<file path="src/rtl/bp_cce_pkg.sv">
// Shared types for the CCE directory arbiter: request payload, FSM states and port ids.
package bp_cce_pkg;

    typedef enum logic [0:0] {
        e_bp_default_cfg = 1'b0
    } bp_params_e;

    // Widths supplied by the default processor configuration.
    localparam int unsigned paddr_width_p     = 40;
    localparam int unsigned lce_id_width_p    = 4;
    localparam int unsigned lce_assoc_width_p = 3;

    typedef enum logic [3:0] {
        e_rdw_op = 4'd0,
        e_rde_op = 4'd1,
        e_wdp_op = 4'd2,
        e_wde_op = 4'd3,
        e_wds_op = 4'd4,
        e_gad_op = 4'd5
    } bp_cce_dir_op_e;

    typedef struct packed {
        logic [paddr_width_p-1:0]     addr;
        logic                         addr_bypass;
        logic [lce_id_width_p-1:0]    lce;
        logic [lce_assoc_width_p-1:0] way;
        logic [lce_assoc_width_p-1:0] lru_way;
        logic [2:0]                   coh_state;
        logic [1:0]                   addr_dst_gpr;
        bp_cce_dir_op_e               cmd;
        logic                         rd;
    } bp_cce_dir_req_s;

    typedef enum logic [0:0] {
        e_idle    = 1'b0,
        e_rd_wait = 1'b1
    } bp_cce_dir_arb_state_e;

    typedef enum logic [0:0] {
        e_dir_port_ucode = 1'b0,
        e_dir_port_sweep = 1'b1
    } bp_cce_dir_port_e;

endpackage

</file>
<file path="src/rtl/bp_cce_dir_arb_starve.sv">
// Starvation guard for the sweeper port; only instantiated with BP_CCE_DIR_ARB_STARVE_EN.
module bp_cce_dir_arb_starve
    import bp_cce_pkg::*;
#(
    parameter int unsigned starve_limit_p = 8
) (
    input  logic clk_i,
    input  logic reset_i,
    input  logic sweep_pending_i,
    input  logic ucode_grant_i,
    input  logic sweep_grant_i,
    output logic clear_o,
    output logic incr_o,
    output logic force_sweep_o
);

    localparam logic [7:0] limit_lp = 8'(starve_limit_p);

    logic [7:0] cnt_q, cnt_d;

    always_comb begin
        clear_o       = sweep_grant_i || !sweep_pending_i;
        incr_o        = ucode_grant_i && sweep_pending_i && (cnt_q != '1);
        cnt_d         = cnt_q;
        if (clear_o) begin
            cnt_d = '0;
        end else if (incr_o) begin
            cnt_d = cnt_q + 8'd1;
        end
        // Qualified by the live valid so a stale count never blocks port 0.
        force_sweep_o = sweep_pending_i && (cnt_q >= limit_lp);
    end

    always_ff @(posedge clk_i) begin
        if (reset_i) begin
            cnt_q <= '0;
        end else begin
            cnt_q <= cnt_d;
        end
    end

endmodule

</file>
<file path="src/rtl/bp_cce_dir_arbiter.sv">
// Shares the CCE directory between the ucode engine (port 0) and the sweeper (port 1).
// Define BP_CCE_DIR_ARB_STARVE_EN to bound starvation of port 1.
module bp_cce_dir_arbiter
    import bp_cce_pkg::*;
#(
    parameter bp_params_e  bp_params_p    = e_bp_default_cfg,
    parameter int unsigned starve_limit_p = 8
) (
    input  logic                  clk_i,
    input  logic                  reset_i,
    input  logic [1:0]            req_v_i,
    input  bp_cce_dir_req_s [1:0] req_i,
    output logic [1:0]            req_ready_o,
    output logic [1:0]            done_v_o,
    output logic                  dir_r_v_o,
    output logic                  dir_w_v_o,
    output bp_cce_dir_req_s       dir_req_o,
    input  logic                  dir_busy_i,
    input  logic                  dir_sharers_v_i
);

    bp_cce_dir_arb_state_e state_q, state_d;
    bp_cce_dir_req_s       payload_q, payload_d;
    bp_cce_dir_port_e      owner_q, owner_d;
    logic [1:0]            wr_done_q, wr_done_d;
    bp_cce_dir_port_e      winner;
    logic                  accept;
    logic                  force_sweep;
    logic                  unused_cfg;

    assign unused_cfg = ^{bp_params_p, 8'(starve_limit_p)};

`ifdef BP_CCE_DIR_ARB_STARVE_EN
    logic unused_starve_clear;
    logic unused_starve_incr;

    bp_cce_dir_arb_starve #(
        .starve_limit_p(starve_limit_p)
    ) starve (
        .clk_i          (clk_i),
        .reset_i        (reset_i),
        .sweep_pending_i(req_v_i[e_dir_port_sweep]),
        .ucode_grant_i  (accept && (winner == e_dir_port_ucode)),
        .sweep_grant_i  (accept && (winner == e_dir_port_sweep)),
        .clear_o        (unused_starve_clear),
        .incr_o         (unused_starve_incr),
        .force_sweep_o  (force_sweep)
    );
`else
    assign force_sweep = 1'b0;
`endif

    always_comb begin
        state_d     = state_q;
        payload_d   = payload_q;
        owner_d     = owner_q;
        wr_done_d   = '0;
        accept      = 1'b0;
        req_ready_o = '0;
        done_v_o    = reset_i ? 2'b00 : wr_done_q;
        dir_r_v_o   = 1'b0;
        dir_w_v_o   = 1'b0;
        dir_req_o   = payload_q;
        winner      = (force_sweep || !req_v_i[e_dir_port_ucode]) ? e_dir_port_sweep
                                                                  : e_dir_port_ucode;

        unique case (state_q)
            e_idle: begin
                if (!reset_i && !dir_busy_i && req_v_i[winner]) begin
                    accept              = 1'b1;
                    req_ready_o[winner] = 1'b1;
                    dir_req_o           = req_i[winner];
                    if (req_i[winner].rd) begin
                        dir_r_v_o = 1'b1;
                        payload_d = req_i[winner];
                        owner_d   = winner;
                        state_d   = e_rd_wait;
                    end else begin
                        dir_w_v_o         = 1'b1;
                        wr_done_d[winner] = 1'b1;
                    end
                end
            end
            e_rd_wait: begin
                // Completion is reported in the exit cycle itself; no grant until idle.
                if (!reset_i && !dir_busy_i && dir_sharers_v_i) begin
                    done_v_o[owner_q] = 1'b1;
                    state_d           = e_idle;
                end
            end
            default: state_d = e_idle;
        endcase
    end

    always_ff @(posedge clk_i) begin
        if (reset_i) begin
            state_q   <= e_idle;
            payload_q <= '0;
            owner_q   <= e_dir_port_ucode;
            wr_done_q <= '0;
        end else begin
            state_q   <= state_d;
            payload_q <= payload_d;
            owner_q   <= owner_d;
            wr_done_q <= wr_done_d;
        end
    end

endmodule
</file>
<file path="config.mk">
export PLATFORM = sky130hd
export DESIGN_NAME = bp_cce_dir_arbiter
export DESIGN_NICKNAME = d
export VERILOG_FILES = /design/src/rtl/bp_cce_pkg.sv /design/src/rtl/bp_cce_dir_arb_starve.sv /design/src/rtl/bp_cce_dir_arbiter.sv
export SDC_FILE = /design/constraint.sdc
export NUM_CORES = 1
export LEC_CHECK = 0
export ABC_AREA = 1
export BUFFER_PORTS_ARGS = -buffer_cell sky130_fd_sc_hd__clkbuf_2
export CORE_MARGIN = 2
export CORE_UTILIZATION = 45
export CTS_CLUSTER_DIAMETER = 120
export DETAILED_ROUTE_END_ITERATION = 6
export PLACE_DENSITY = 0.78
export SYNTH_ARGS = -nofsm -noshare
export SYNTH_HDL_FRONTEND = slang
export SYNTH_SLANG_ARGS = --single-unit
</file>
<file path="constraint.sdc">
create_clock -name clk_i -period 2.45 [get_ports clk_i]
set_input_delay 0.735 -clock clk_i [delete_from_list [all_inputs] [get_ports clk_i]]
set_output_delay 0.735 -clock clk_i [all_outputs]
set_load 0.05 [all_outputs]
</file>
==> results of run 1 <==
## worst min-delay path: stages (launching register included)
cell	delay, ns
dfxtp_1	0.33
nor2_1	0.05
nor2_1	0.07
## worst max path at each step
stage | depth (start not counted) | to | slack (ns) | startpoint
floorplan | 6 | dir_req_o[14] | -0.32 | req_v_i[0]
global placement | 8 | dir_req_o[50] | -0.20 | req_v_i[0]
detailed placement | 8 | dir_req_o[50] | -0.24 | req_v_i[0]
CTS | 9 | dir_req_o[42] | -0.15 | reset_i
global route | 9 | dir_req_o[26] | -0.25 | req_v_i[1]
finish | 9 | dir_req_o[26] | -0.22 | req_v_i[1]
## state kept, by name (all words and copies together) (netlist names)
name	count
payload_q	61
wr_done_q	2
owner_q	1
state_q	1
## what timing repair did
| action | 4_1_cts | 5_1_grt |
|---|---|---|
| cloned | 1 | 14 |
| setup buffers | 0 | 4 |
| hold buffers | 0 | 0 |
| setup endpoints to repair | 67 | 67 |
| pin swaps | 2 | 10 |
| resized for setup | 144 | 128 |
## kinds of logic (layout without fill, tap and decap cells)
logic type / count (synthesis) / in the layout / synth area share (%)
simple gates: 387 / 390 / 38.6
compound gates: 125 / 125 / 15.3
buf+inv: 119 / 363 / 14.3
flops: 65 / 65 / 31.7
## where the power goes
group / internal [mW] / switching (mW)
sequential: 1.11 / 0.0306
combinational: 0.625 / 0.838
clock: 0.625 / 0.425
## layout make-up
| type | count | area [um^2] |
|---|---|---|
| Multi-Input combinational cell | 515 | 2800 |
| Timing Repair Buffer | 279 | 2610 |
| Fill cell | 499 | 1420 |
| Sequential cell | 65 | 1300 |
| Inverter | 68 | 269 |
| Clock buffer | 11 | 151 |
| Tap cell | 108 | 135 |
| Clock inverter | 5 | 77.6 |
## synth_stat cells, types with 3 or more instances
| library cell | instances | area, um^2 |
|---|---|---|
| clkbuf_1 | 10 | 37.5 |
| dfxtp_1 | 65 | 1300 |
| inv_1 | 66 | 248 |
| nand2_1 | 190 | 713 |
| buf_2 | 18 | 90.1 |
| buf_1 | 5 | 18.8 |
| buf_4 | 5 | 37.5 |
| o21ai_1 | 40 | 200 |
| nand3_1 | 61 | 305 |
| nor2_4 | 3 | 33.8 |
| nor2_1 | 127 | 477 |
| o21ai_0 | 82 | 410 |
| buf_6 | 13 | 146 |
## layer usage
layer | track usage, % | routed length (um) | part of all wire (%)
met1 | 30.7 | 6050 | 38
met2 | 49.6 | 8430 | 53
met3 | 4.99 | 996 | 6.3
met4 | 9.38 | 363 | 2.3
met5 | 0 | 0 | 0
## stage by stage
step | utilization, % | std cells | total power, mW | hold WS (ns)
floorplan | - | 696 | 1.89 | 0.434
global placement | 67.5 | 1018 | 2.26 | 0.448
detailed placement | 67.5 | 1018 | 2.28 | 0.458
CTS | 76.8 | 1035 | 3.46 | 0.475
global route | 83.8 | 1051 | 3.80 | 0.504
finish | 83.8 | 1051 | 3.65 | 0.476
==> results.cfg, run 1 <==
[pwr]
p_leak_nw = 3.60
vdd_drop_max_uv = 345
power.density_mw_per_mm2 = 497

[critical_path]
r2r_start = state_q
timing.critical_path.cells = clkbuf_2, nor2_4, nor2_4, buf_12, nand2_8, clkbuf_16, nand2_1, o21ai_1, clkbuf_8
end_kind = output port
critical_path.max_stage_delay_ns = 0.21
path_class = in -> out
reg2reg_depth = 8
start_kind = input pin
path_buf_inv = 4
reg2reg_to = payload_q[35]
cp.arrival_ns = 1.93
r2r_slack_ns = 0.55
path_delay_family = buffers and inverters
crit_required_ns = 1.71
worst-path-max-fanout = 7
cpMaxStageDelayCell = clkbuf_8
cp_common_cell = nor2_4

[clock_network]
clockBufferDepth = 2
cts_made_buffers = 9
clock_latency_ns = 0.34
path_clk_slew_ns = 0.08
clock-root-buffer = clkbuf_8
cts_tree = built
cts.sinks = 65
cts.htree.levels = 3

[min_path]
min_path_cells = 2
hold_path_startpoint = payload_q[3]
hold_class = reg -> reg
hold_end = payload_q[3]

[route]
drt-pass1-iter-count = 6
viasPerCell = 5.26
initialDrtViolationCount = 242
vias = 5528
wire_per_inst_um = 15.1
wirelength_mm = 15.8
drc_errors = 0
antenna_left = 0

[die]
num_rows = 34
die-width_um = 99.5
io_pins = 195
start_util_pct = 46.8
fp.coreArea_mm2 = 0.00876
die-height_um = 99.5
die-area_mm2 = 0.00989

[sta]
rsz0062_at_grt = true
slew_violations = 0
skew_ns = 0.0104
finalWorstSetupSlack_ns = -0.216
period_share_pct = 109
worst_pin_slew_ns = 0.657
fmax_ghz = 0.375
relSlewSlack_pct = 56.2
hold_viol = 0
tns_ns = -6.12
min_period_ns = 2.67
final-setup-viol-count = 63

[status]
status = finished with violations
failed_checks = negative setup slack

[synthesis]
synth-seq-cells = 65
yosysSeqAreaShare_pct = 31.7
synth_fp_nets = 824
synth_cell_types = 21
ys.flop_type = dfxtp_1
synth_warnings = 0
async_flop_share_pct = 0
synth_edf_count = 0
synthCells = 696
syn-cell-area_mm2 = 0.00410
syn_avg_cell_area_um2 = 5.89

[final_layout]
syn_to_final_growth_pct = 79.2
finalNetCount = 1066
antenna_cells = 0
most-common-layout-cells = nand2_1 (163), nor2_1 (125), clkbuf_2 (124), dfxtp_1 (65), inv_1 (64)
design_area_mm2 = 0.00735
final_common_cell = nand2_1
drive_gt1_share_pct = 41.9

[placed_design]
place_congestion = 0.864
post-place-ws_ns = -0.244
portBuffers = 194
place_area_mm2 = 0.00591
dp_hpwl_mm = 8.81

[global_route]
grt_pass1_vias = 5042
grt_overflow_total = 0
grt_max_degree = 75
grt_pass1_wl_mm = 22.1
antenna_found_initial = 0
grt_usage_pct = 26.8

[run]
maxCapViolCount = 0
Note: power is estimated with default switching activity, not from simulation.
==> run 2: changes to the inputs <==
BUFFER_PORTS_ARGS = -buffer_cell sky130_fd_sc_hd__buf_4   (was -buffer_cell sky130_fd_sc_hd__clkbuf_2)
CORE_MARGIN = 3   (was 2)
==> run 2 against run 1 <==
The flow still finishes with violations (negative setup slack). Sequential cell count stayed put. Final cell count fell by 0.38%. Clock-buffer cell count decreased by 1. Highest routed layer unchanged. Combinational power down 4%. Die area grew 4.1%. Wire length is 0.11% lower. Sequential power is essentially flat. Setup slack improved by 0.067 ns. Clock power rose by 10%. Clock skew down 0.0010 ns.
==> results.cfg, run 2 (synthesized netlist as in run 1, its figures left out) <==
[status]
status = finished with violations
failed_checks = negative setup slack

[global_route]
grt_pass1_wl_mm = 23.3
grt_usage_pct = 27.9
antenna_found_initial = 0
grt_max_degree = 62
grt_overflow_total = 0
grt_pass1_vias = 5213

[final_layout]
top_register = payload_q
multi_input_area_mm2 = 0.00279
most-common-layout-cells = buf_4 (196), nand2_1 (166), nor2_1 (125), buf_6 (65), dfxtp_1 (65)
finalNetCount = 1062
fill_cells = 534
largest_reg_flops = 61
syn_to_final_growth_pct = 77.7
final_util_pct = 82.7
fin_cells = 1047
antenna_cells = 0
final_common_cell = buf_4
drive_gt1_share_pct = 42.1
largestRegisters = payload_q: 61 flops, wr_done_q: 2 flops
design_area_mm2 = 0.00728
area.sequential_mm2 = 0.00130

[route]
drt-pass1-iter-count = 5
wirelength_mm = 15.8
antenna_left = 0
initialDrtViolationCount = 295
vias = 5462
wire_per_inst_um = 15.1
viasPerCell = 5.22
drc_errors = 0

[min_path]
min_path_cells = 2
hold_class = reg -> reg
hold_path_startpoint = payload_q[45]
hold_end = payload_q[45]

[placed_design]
portBuffers = 194
place_area_mm2 = 0.00621
dp_hpwl_mm = 9.82
place_congestion = 0.860
dp.cells = 1018

[critical_path]
timing.critical_path.cells = buf_8, inv_6, nand2_4, nor2_4, buf_6, nand2_8, buf_12, o21ai_4, buf_6
cp.arrival_ns = 1.86
r2r_start = state_q
cp_common_cell = buf_6
path_class = in -> out
crit_required_ns = 1.71
cpMaxStageDelayCell = nor2_4
worst-path-max-fanout = 7
reg2reg_to = payload_q[47]
reg2reg_depth = 10
path_buf_inv = 5
r2r_slack_ns = 0.62
path_delay_family = buffers and inverters
start_kind = input pin
critical_path.max_stage_delay_ns = 0.18
end_kind = output port

[pwr]
power.density_mw_per_mm2 = 508
switching_share_pct = 35.0
p_int_mw = 2.40
comb_power_share_pct = 37.9
pwr-share-clk_pct = 31.3
p_leak_nw = 3.56
seqPwrFrac_pct = 30.8
p_sw_mw = 1.29
vdd_drop_max_uv = 313

[clock_network]
cts.htree.levels = 3
clock_latency_ns = 0.35
cts.sinks = 65
clockBufferDepth = 2
cts_tree = built
hold_buffers = 0
cts_made_buffers = 9
path_clk_slew_ns = 0.07
clock-root-buffer = clkbuf_8

[sta]
final-setup-viol-count = 61
slew_violations = 0
fmax_ghz = 0.385
skew_ns = 0.00937
hold_ws_ns = 0.470
finalWorstSetupSlack_ns = -0.148
rsz0062_at_grt = true
period_share_pct = 106
hold_viol = 0
relSlewSlack_pct = 54.9
min_period_ns = 2.60
worst_pin_slew_ns = 0.676

[die]
num_rows = 34
die-area_mm2 = 0.0103
die-width_um = 101
die-height_um = 101
start_util_pct = 46.6
fp.coreArea_mm2 = 0.00881
io_pins = 195

[run]
maxCapViolCount = 0
[run 2: cell types whose count changed in the layout (fill, tap and decap cells not counted), moves of 8 or more]
cell	before	now
o21ai_2	22	31
buf_4	61	196
buf_8	41	6
clkbuf_8	24	10
buf_12	17	4
o21ai_0	36	44
buf_6	12	65
clkbuf_2	124	0
o21ai_1	32	17
[run 2: routing by layer]
metal  wire, um  global-route usage, %  up-vias
met4        452                   8.38        0
met3       1000                   4.20       45
li1           -                      -     2657
met2       8400                   52.3      234
met5          0                      0        -
met1       5960                   32.6     2526
[run 2: worst reg2reg max path, cell delays in order (launching register included)]
cell,delay [ns]
dfxtp_1,0.41
clkinvlp_4,0.24
buf_4,0.20
nand2_2,0.09
nor2_4,0.06
buf_4,0.13
buf_4,0.12
buf_4,0.22
nand3_1,0.12
nand2_1,0.06
nor2_1,0.12
[run 2: power groups by stage]
stage / clock, mW / combinational, mW / sequential (mW)
CTS: 1.16 / 1.33 / 1.13
global route: 1.21 / 1.49 / 1.14
global placement: 0 / 1.16 / 1.15
finish: 1.16 / 1.40 / 1.14
floorplan: 0 / 0.743 / 1.15
detailed placement: 0 / 1.18 / 1.16
[run 2: how the worst max path moves through the flow]
stage,startpoint,to,slack (ns),cells after the start
finish,reset_i,dir_req_o[26],-0.15,9
detailed placement,req_v_i[0],dir_req_o[8],-0.26,6
CTS,reset_i,dir_req_o[26],-0.11,9
floorplan,req_v_i[0],dir_req_o[14],-0.32,6
global placement,req_v_i[0],dir_req_o[8],-0.17,6
global route,reset_i,dir_req_o[26],-0.17,9
[run 2: per-stage QoR]
stage	TNS (ns)	setup WS (ns)	power, mW
after floorplan	-10.85	-0.324	1.89
after global placement	-6.22	-0.169	2.31
after detailed placement	-7.40	-0.256	2.34
after CTS	-4.44	-0.115	3.62
after global routing	-8.20	-0.172	3.84
final	-6.23	-0.148	3.70
[run 2: final cells by class]
class	count	area share (%)
multi-input combinational	513	38.4
clock inverter	6	1.56
tap	108	1.86
timing repair buffer	277	34.8
clock buffer	10	1.89
inverter	68	3.69
sequential	65	17.9
[run 2: repair_timing]
action	4_1_cts	5_1_grt
hold endpoints to repair	0	0
pin swaps	2	1
cloned	4	2
resized for setup	134	49
setup buffers	2	6
endpoints found under the setup margin	65	67
